## src/rtl/apb_master_if.sv

```systemverilog
// rtl/apb_master_if.sv - command, response and APB bus signals of apb_master
interface apb_master_if #(
   parameter int AW = 8,
   parameter int DW = 16
) ();
   logic          cmd_valid;
   logic          cmd_ready;
   logic          cmd_write;
   logic [AW-1:0] cmd_addr;
   logic [DW-1:0] cmd_wdata;
   logic          rsp_valid;
   logic          rsp_ready;
   logic [DW-1:0] rsp_rdata;
   logic          rsp_err;
   logic          psel;
   logic          penable;
   logic          pwrite;
   logic [AW-1:0] paddr;
   logic [DW-1:0] pwdata;
   logic [DW-1:0] prdata;
   logic          pready;

   modport master (
      input  cmd_valid, cmd_write, cmd_addr, cmd_wdata, rsp_ready, prdata, pready,
      output cmd_ready, rsp_valid, rsp_rdata, rsp_err, psel, penable, pwrite, paddr, pwdata
   );

   modport slave (
      output cmd_valid, cmd_write, cmd_addr, cmd_wdata, rsp_ready, prdata, pready,
      input  cmd_ready, rsp_valid, rsp_rdata, rsp_err, psel, penable, pwrite, paddr, pwdata
   );
endinterface

```

## src/rtl/apb_master.sv

```systemverilog
// rtl/apb_master.sv - single-outstanding APB requester with wait-state timeout
module apb_master #(
   parameter int AW      = 8,
   parameter int DW      = 16,
   parameter int TIMEOUT = 16
) (
   input logic           pclk,
   input logic           rst,
   apb_master_if.master  bus
);
   localparam int              CW   = $clog2(TIMEOUT);
   localparam logic [CW-1:0]   LAST = CW'(TIMEOUT - 1);

   typedef enum logic [1:0] {
      S_IDLE   = 2'd0,
      S_SETUP  = 2'd1,
      S_ACCESS = 2'd2,
      S_RESP   = 2'd3
   } state_t;

   state_t        r_state;
   logic [CW-1:0] r_cnt;
   logic          r_psel;
   logic          r_penable;
   logic          r_cmd_ready;
   logic          r_rsp_valid;
   logic          r_pwrite;
   logic [AW-1:0] r_paddr;
   logic [DW-1:0] r_pwdata;
   logic [DW-1:0] r_rsp_rdata;
   logic          r_rsp_err;

   // Transfer sequencer; the handshake/select flags are registered alongside
   // the state so they mirror it exactly without decode glitches.
   always_ff @(posedge pclk or posedge rst) begin
      if (rst) begin
         r_state     <= S_IDLE;
         r_cnt       <= '0;
         r_psel      <= 1'b0;
         r_penable   <= 1'b0;
         r_cmd_ready <= 1'b1;
         r_rsp_valid <= 1'b0;
         r_pwrite    <= 1'b0;
         r_paddr     <= '0;
         r_pwdata    <= '0;
         r_rsp_rdata <= '0;
         r_rsp_err   <= 1'b0;
      end else begin
         case (r_state)
            S_IDLE: begin
               if (bus.cmd_valid) begin
                  r_pwrite <= bus.cmd_write;
                  r_paddr  <= bus.cmd_addr;
                  // Reads leave the previous write data on the bus.
                  if (bus.cmd_write) begin
                     r_pwdata <= bus.cmd_wdata;
                  end
                  r_state     <= S_SETUP;
                  r_psel      <= 1'b1;
                  r_cmd_ready <= 1'b0;
               end
            end
            S_SETUP: begin
               r_cnt     <= '0;
               r_state   <= S_ACCESS;
               r_penable <= 1'b1;
            end
            S_ACCESS: begin
               // pready takes priority over an expiring wait counter.
               if (bus.pready) begin
                  r_rsp_rdata <= r_pwrite ? '0 : bus.prdata;
                  r_rsp_err   <= 1'b0;
                  r_state     <= S_RESP;
                  r_psel      <= 1'b0;
                  r_penable   <= 1'b0;
                  r_rsp_valid <= 1'b1;
               end else if (r_cnt == LAST) begin
                  r_rsp_rdata <= '0;
                  r_rsp_err   <= 1'b1;
                  r_state     <= S_RESP;
                  r_psel      <= 1'b0;
                  r_penable   <= 1'b0;
                  r_rsp_valid <= 1'b1;
               end else begin
                  r_cnt <= r_cnt + CW'(1);
               end
            end
            S_RESP: begin
               if (bus.rsp_ready) begin
                  r_state     <= S_IDLE;
                  r_rsp_valid <= 1'b0;
                  r_cmd_ready <= 1'b1;
               end
            end
            default: begin
               r_state     <= S_IDLE;
               r_psel      <= 1'b0;
               r_penable   <= 1'b0;
               r_rsp_valid <= 1'b0;
               r_cmd_ready <= 1'b1;
            end
         endcase
      end
   end

   assign bus.cmd_ready = r_cmd_ready;
   assign bus.rsp_valid = r_rsp_valid;
   assign bus.rsp_rdata = r_rsp_rdata;
   assign bus.rsp_err   = r_rsp_err;
   assign bus.psel      = r_psel;
   assign bus.penable   = r_penable;
   assign bus.pwrite    = r_pwrite;
   assign bus.paddr     = r_paddr;
   assign bus.pwdata    = r_pwdata;
endmodule

```

## src/flat_wrapper.sv

```systemverilog
// flat-port wrapper written by rule: the top's interface ports become plain ports
module apb_master_flat 
#(
   parameter int AW      = 8,
   parameter int DW      = 16,
   parameter int TIMEOUT = 16
)
  (pclk, rst, bus_cmd_valid, bus_cmd_write, bus_cmd_addr, bus_cmd_wdata, bus_rsp_ready, bus_prdata, bus_pready, bus_cmd_ready, bus_rsp_valid, bus_rsp_rdata, bus_rsp_err, bus_psel, bus_penable, bus_pwrite, bus_paddr, bus_pwdata);
  apb_master_if #(.AW(AW), .DW(DW)) bus_i ();
  input logic pclk;
  input logic rst;
  input wire logic [$bits(bus_i.cmd_valid)-1:0] bus_cmd_valid;
  input wire logic [$bits(bus_i.cmd_write)-1:0] bus_cmd_write;
  input wire logic [$bits(bus_i.cmd_addr)-1:0] bus_cmd_addr;
  input wire logic [$bits(bus_i.cmd_wdata)-1:0] bus_cmd_wdata;
  input wire logic [$bits(bus_i.rsp_ready)-1:0] bus_rsp_ready;
  input wire logic [$bits(bus_i.prdata)-1:0] bus_prdata;
  input wire logic [$bits(bus_i.pready)-1:0] bus_pready;
  output wire logic [$bits(bus_i.cmd_ready)-1:0] bus_cmd_ready;
  output wire logic [$bits(bus_i.rsp_valid)-1:0] bus_rsp_valid;
  output wire logic [$bits(bus_i.rsp_rdata)-1:0] bus_rsp_rdata;
  output wire logic [$bits(bus_i.rsp_err)-1:0] bus_rsp_err;
  output wire logic [$bits(bus_i.psel)-1:0] bus_psel;
  output wire logic [$bits(bus_i.penable)-1:0] bus_penable;
  output wire logic [$bits(bus_i.pwrite)-1:0] bus_pwrite;
  output wire logic [$bits(bus_i.paddr)-1:0] bus_paddr;
  output wire logic [$bits(bus_i.pwdata)-1:0] bus_pwdata;
  assign bus_i.cmd_valid = bus_cmd_valid;
  assign bus_i.cmd_write = bus_cmd_write;
  assign bus_i.cmd_addr = bus_cmd_addr;
  assign bus_i.cmd_wdata = bus_cmd_wdata;
  assign bus_i.rsp_ready = bus_rsp_ready;
  assign bus_i.prdata = bus_prdata;
  assign bus_i.pready = bus_pready;
  assign bus_cmd_ready = bus_i.cmd_ready;
  assign bus_rsp_valid = bus_i.rsp_valid;
  assign bus_rsp_rdata = bus_i.rsp_rdata;
  assign bus_rsp_err = bus_i.rsp_err;
  assign bus_psel = bus_i.psel;
  assign bus_penable = bus_i.penable;
  assign bus_pwrite = bus_i.pwrite;
  assign bus_paddr = bus_i.paddr;
  assign bus_pwdata = bus_i.pwdata;
  apb_master #(.AW(AW), .DW(DW), .TIMEOUT(TIMEOUT)) u_core (.pclk(pclk), .rst(rst), .bus(bus_i));
endmodule
```

## config.mk

```make
export PLATFORM = sky130hd
export DESIGN_NAME = apb_master_flat
export DESIGN_NICKNAME = d
export VERILOG_FILES = /design/src/rtl/apb_master_if.sv /design/src/rtl/apb_master.sv /design/src/flat_wrapper.sv
export SDC_FILE = /design/constraint.sdc
export NUM_CORES = 1
export LEC_CHECK = 0
export BUFFER_PORTS_ARGS = -buffer_cell sky130_fd_sc_hd__buf_2
export CAP_MARGIN = 0
export CORE_MARGIN = 4
export CORE_UTILIZATION = 30
export DETAILED_ROUTE_END_ITERATION = 7
export GPL_TIMING_DRIVEN = 0
export HOLD_SLACK_MARGIN = 0.05
export PLACE_DENSITY = 0.56
export SYNTH_ARGS = -nofsm -noshare
export SYNTH_HDL_FRONTEND = slang
export SYNTH_SLANG_ARGS = --single-unit
export TNS_END_PERCENT = 10
```

## constraint.sdc

```tcl
create_clock -name pclk -period 3.7 [get_ports pclk]
set_input_delay 0.37 -clock pclk [delete_from_list [all_inputs] [get_ports pclk]]
set_output_delay 0.37 -clock pclk [all_outputs]
set_load 0.005 [all_outputs]
```

==> results.py <==
metrics = {
    "critical_path": {
        "end_kind": "flop",
        "endpoint": "u_core.bus.rsp_rdata[5]$_DFFE_PP0P_",
        "critPathLaunchType": "flop",
        "path_cells": "inv_1, ha_1, nand2_1, nor2_2, buf_2, a22o_1",
        "arrival_ns": 2.02,
        "regToRegSetupSlack_ns": 1.91,
        "cp_slowest_cell": "dfrtp_1",
        "crit_required_ns": 3.94,
        "r2r-end": "u_core.bus.rsp_rdata[5]$_DFFE_PP0P_",
        "critical_path_class": "reg2reg",
        "timing.rr.start": "u_core.r_state[0]$_DFFE_PP0P_",
        "critPathMaxFanout": 10,
        "startpoint": "u_core.r_state[0]$_DFFE_PP0P_",
        "rr_worst_depth": 6,
        "cp_slowest_stage_delay_ns": 0.41,
    },
    "timing": {
        "worst_slew_pin_slew_ns": 0.432,
        "fin_worst_skew_ns": 0.0122,
        "fmax_mhz": 560,
        "slew_headroom_pct": 71.2,
        "period_needed_ns": 1.79,
        "fin_ws_ns": 1.91,
        "tns_ns": 0,
        "final-max-slew-violation-count": 0,
        "hold_viol_final": 0,
        "finalCritPeriodShare_pct": 48.3,
        "rsz0062_at_grt": "false",
        "setup_viol_count_final": 0,
        "fin_hold_ws_ns": 0.288,
    },
    "clocking": {
        "cts_buffer_depth": 2,
        "clkSinkCount": 52,
        "worst_skew_pair.late_latency_ns": 0.30,
        "cts_max_level": 2,
        "clkSlewWorstSetupHoldPaths_ns": 0.10,
        "post_cts_buffers": 0,
        "cts_root_buf": "clkbuf_8",
        "numCtsBuffers": 5,
        "cts_tree": "built",
    },
    "route": {
        "totalWireLength_mm": 4.78,
        "drtPass1Iterations": 4,
        "num_vias": 1581,
        "final_antenna_net_count": 0,
        "drc": 0,
        "viasPerCell": 4.45,
        "first_iter_violations": 22,
        "routedWlPerCell_um": 13.5,
    },
    "layout": {
        "drive_gt1_share_pct": 52.1,
        "multi_input_area_um2": 805,
        "final-seq-area_mm2": 0.00130,
        "area_growth_pct": 32.2,
        "nFillCells": 699,
        "diodes": 0,
        "nets": 311,
        "fin_area_mm2": 0.00288,
    },
    "synthesis": {
        "ys_seq_area_share_pct": 59.7,
        "synth_edf_count": 0,
        "synth_area_per_cell_um2": 13.8,
        "yosys-top-cells-count": "dfrtp_1 (51), mux2_2 (25), a22o_1 (16)",
        "syn-cell-area_mm2": 0.00218,
        "async_reset_ff_share_pct": 100,
        "synth_seq_cells": 52,
        "synth.distinct_cells": 33,
        "yosysTopAreaCell": "dfrtp_1",
        "synth_cells": 158,
        "yosys_warnings": 0,
        "synthFlopType": "dfrtp_1",
        "synth_fp_nets": 211,
        "synth_area_leaders": "dfrtp_1 (59%), mux2_2 (13%), a22o_1 (6.4%)",
        "synth_most_common_cell": "dfrtp_1",
        "yosysTopAreaCellShare_pct": 58.5,
    },
    "die": {
        "rows": 30,
        "die_w_um": 93.3,
        "coreArea_mm2": 0.00694,
        "dieArea_mm2": 0.00870,
        "die_height_um": 93.3,
        "start_util_pct": 31.4,
        "pin_count": 92,
    },
    "grt": {
        "grt_pass1_vias": 1559,
        "grt_max_degree": 37,
        "grt_pass1_wl_mm": 7.91,
        "grt_usage_pct": 11.4,
        "antenna_found_initial": 0,
        "grt-ovfl-total": 0,
    },
    "placement": {
        "hpwlAfterDp_mm": 3.65,
        "pre_cts_slack_ns": 1.91,
        "place_area_mm2": 0.00278,
        "place_congestion": 0.785,
        "port_buffers": 91,
    },
    "job": {
        "cap_violations": 0,
    },
    "hold_path": {
        "worstHoldPathType": "in2reg",
    },
    "power": {
        "powerDensity_mw_per_mm2": 763,
        "peakVddDrop_uv": 373,
        "p_leak_nw": 1.48,
    },
    "run_status": {
        "run_status": "complete, no violations",
    },
}
kinds of logic (layout without fill, tap and decap cells):
logic type	Yosys count	after routing	share of synthesized area [%]
adders and majority gates	7	7	4.02
and+or+nand+nor	23	23	5.62
DFF	52	52	59.7
buffers and inverters	13	114	3.38
muxes	29	29	14.8
AOI/OAI and AO/OA	34	34	12.5
sequential cells by signal, summed over array words and instances (netlist names):
register              count
u_core.r_state            2
u_core.bus.paddr          8
u_core.bus.pwrite         1
u_core.bus.psel           1
u_core.bus.cmd_ready      1
u_core.bus.pwdata        16
u_core.bus.rsp_rdata     16
u_core.bus.penable        1
u_core.r_cnt              4
u_core.bus.rsp_valid      1
u_core.bus.rsp_err        1
placed cells by master, fill, tap and decap left out, drive strengths merged, types with 2 or more instances in the layout:
cell and n:
o21ai 3, nand2 5, clkbuf 6, a21oi 4, nand2b 2, ha 7
dfrtp 51, nor2b 4, buf 97, mux2 26, inv 9, a22o 16
a2bb2oi 2, nor2 5, mux2i 3, nand3 3
worst max-delay path, delay by kind of cell, from the launching register on:
| family | cells | cell delay [ns] |
|---|---|---|
| buffers and inverters | 2 | 0.44 |
| AND/OR/NAND/NOR | 2 | 0.39 |
| AO/OA/AOI/OAI | 1 | 0.18 |
| adder cells (fa/ha/maj) | 1 | 0.30 |
| flip-flops | 1 | 0.41 |
layer usage:
layer	vias to the layer above	part of all wire [%]	track usage [%]
met4	0	1.3	3.30
met3	6	6.4	3.06
met2	51	46	17.7
met1	754	46	15.6
li1	770	-	-
met5	-	0	0
report_power, final:
| part | internal (mW) | leakage [nW] | switching, mW |
|---|---|---|---|
| sequential | 0.836 | 0.643 | 0.131 |
| combinational | 0.495 | 0.786 | 0.396 |
| clock | 0.153 | 0.0516 | 0.188 |
layout make-up:
| type | instances | share of cell area [%] |
|---|---|---|
| flip-flops and latches | 52 | 45.2 |
| inverters | 8 | 1.04 |
| clock inverters | 2 | 0.477 |
| repair buffers | 93 | 16.8 |
| clock buffers | 6 | 2.86 |
| well taps | 96 | 4.17 |
| multi-input cells | 93 | 27.9 |
| plain buffers | 5 | 1.52 |
worst min-delay path by stage:
stage                     slack [ns]                      startpoint  cells after the start                                   end
final                           0.29               bus_cmd_wdata[12]                      2     u_core.bus.pwdata[12]$_DFFE_PP0P_
after global routing            0.28               bus_cmd_wdata[12]                      2     u_core.bus.pwdata[12]$_DFFE_PP0P_
after CTS                       0.28                  bus_prdata[15]                      2  u_core.bus.rsp_rdata[15]$_DFFE_PP0P_
after detailed placement        0.38                             rst                      2     u_core.bus.pwdata[10]$_DFFE_PP0P_
after global placement          0.47  u_core.bus.rsp_err$_DFFE_PP0P_                      1        u_core.bus.rsp_err$_DFFE_PP0P_
after floorplan                 0.49  u_core.bus.rsp_err$_DFFE_PP0P_                      1        u_core.bus.rsp_err$_DFFE_PP0P_
per-stage QoR:
step	util, %	instances	power, mW
detailed placement	40.0	346	1.89
floorplan	-	158	1.51
CTS	41.5	355	2.24
global route	41.5	355	2.39
finish	41.5	355	2.20
global placement	39.7	345	1.87
what timing repair did:
| action | in CTS | in global routing |
|---|---|---|
| hold buffers | 1 | 0 |
| hold endpoints to repair | 16 | 0 |
| gates resized for setup | 0 | 0 |
No activity file was read; power rests on OpenSTA's default activity.
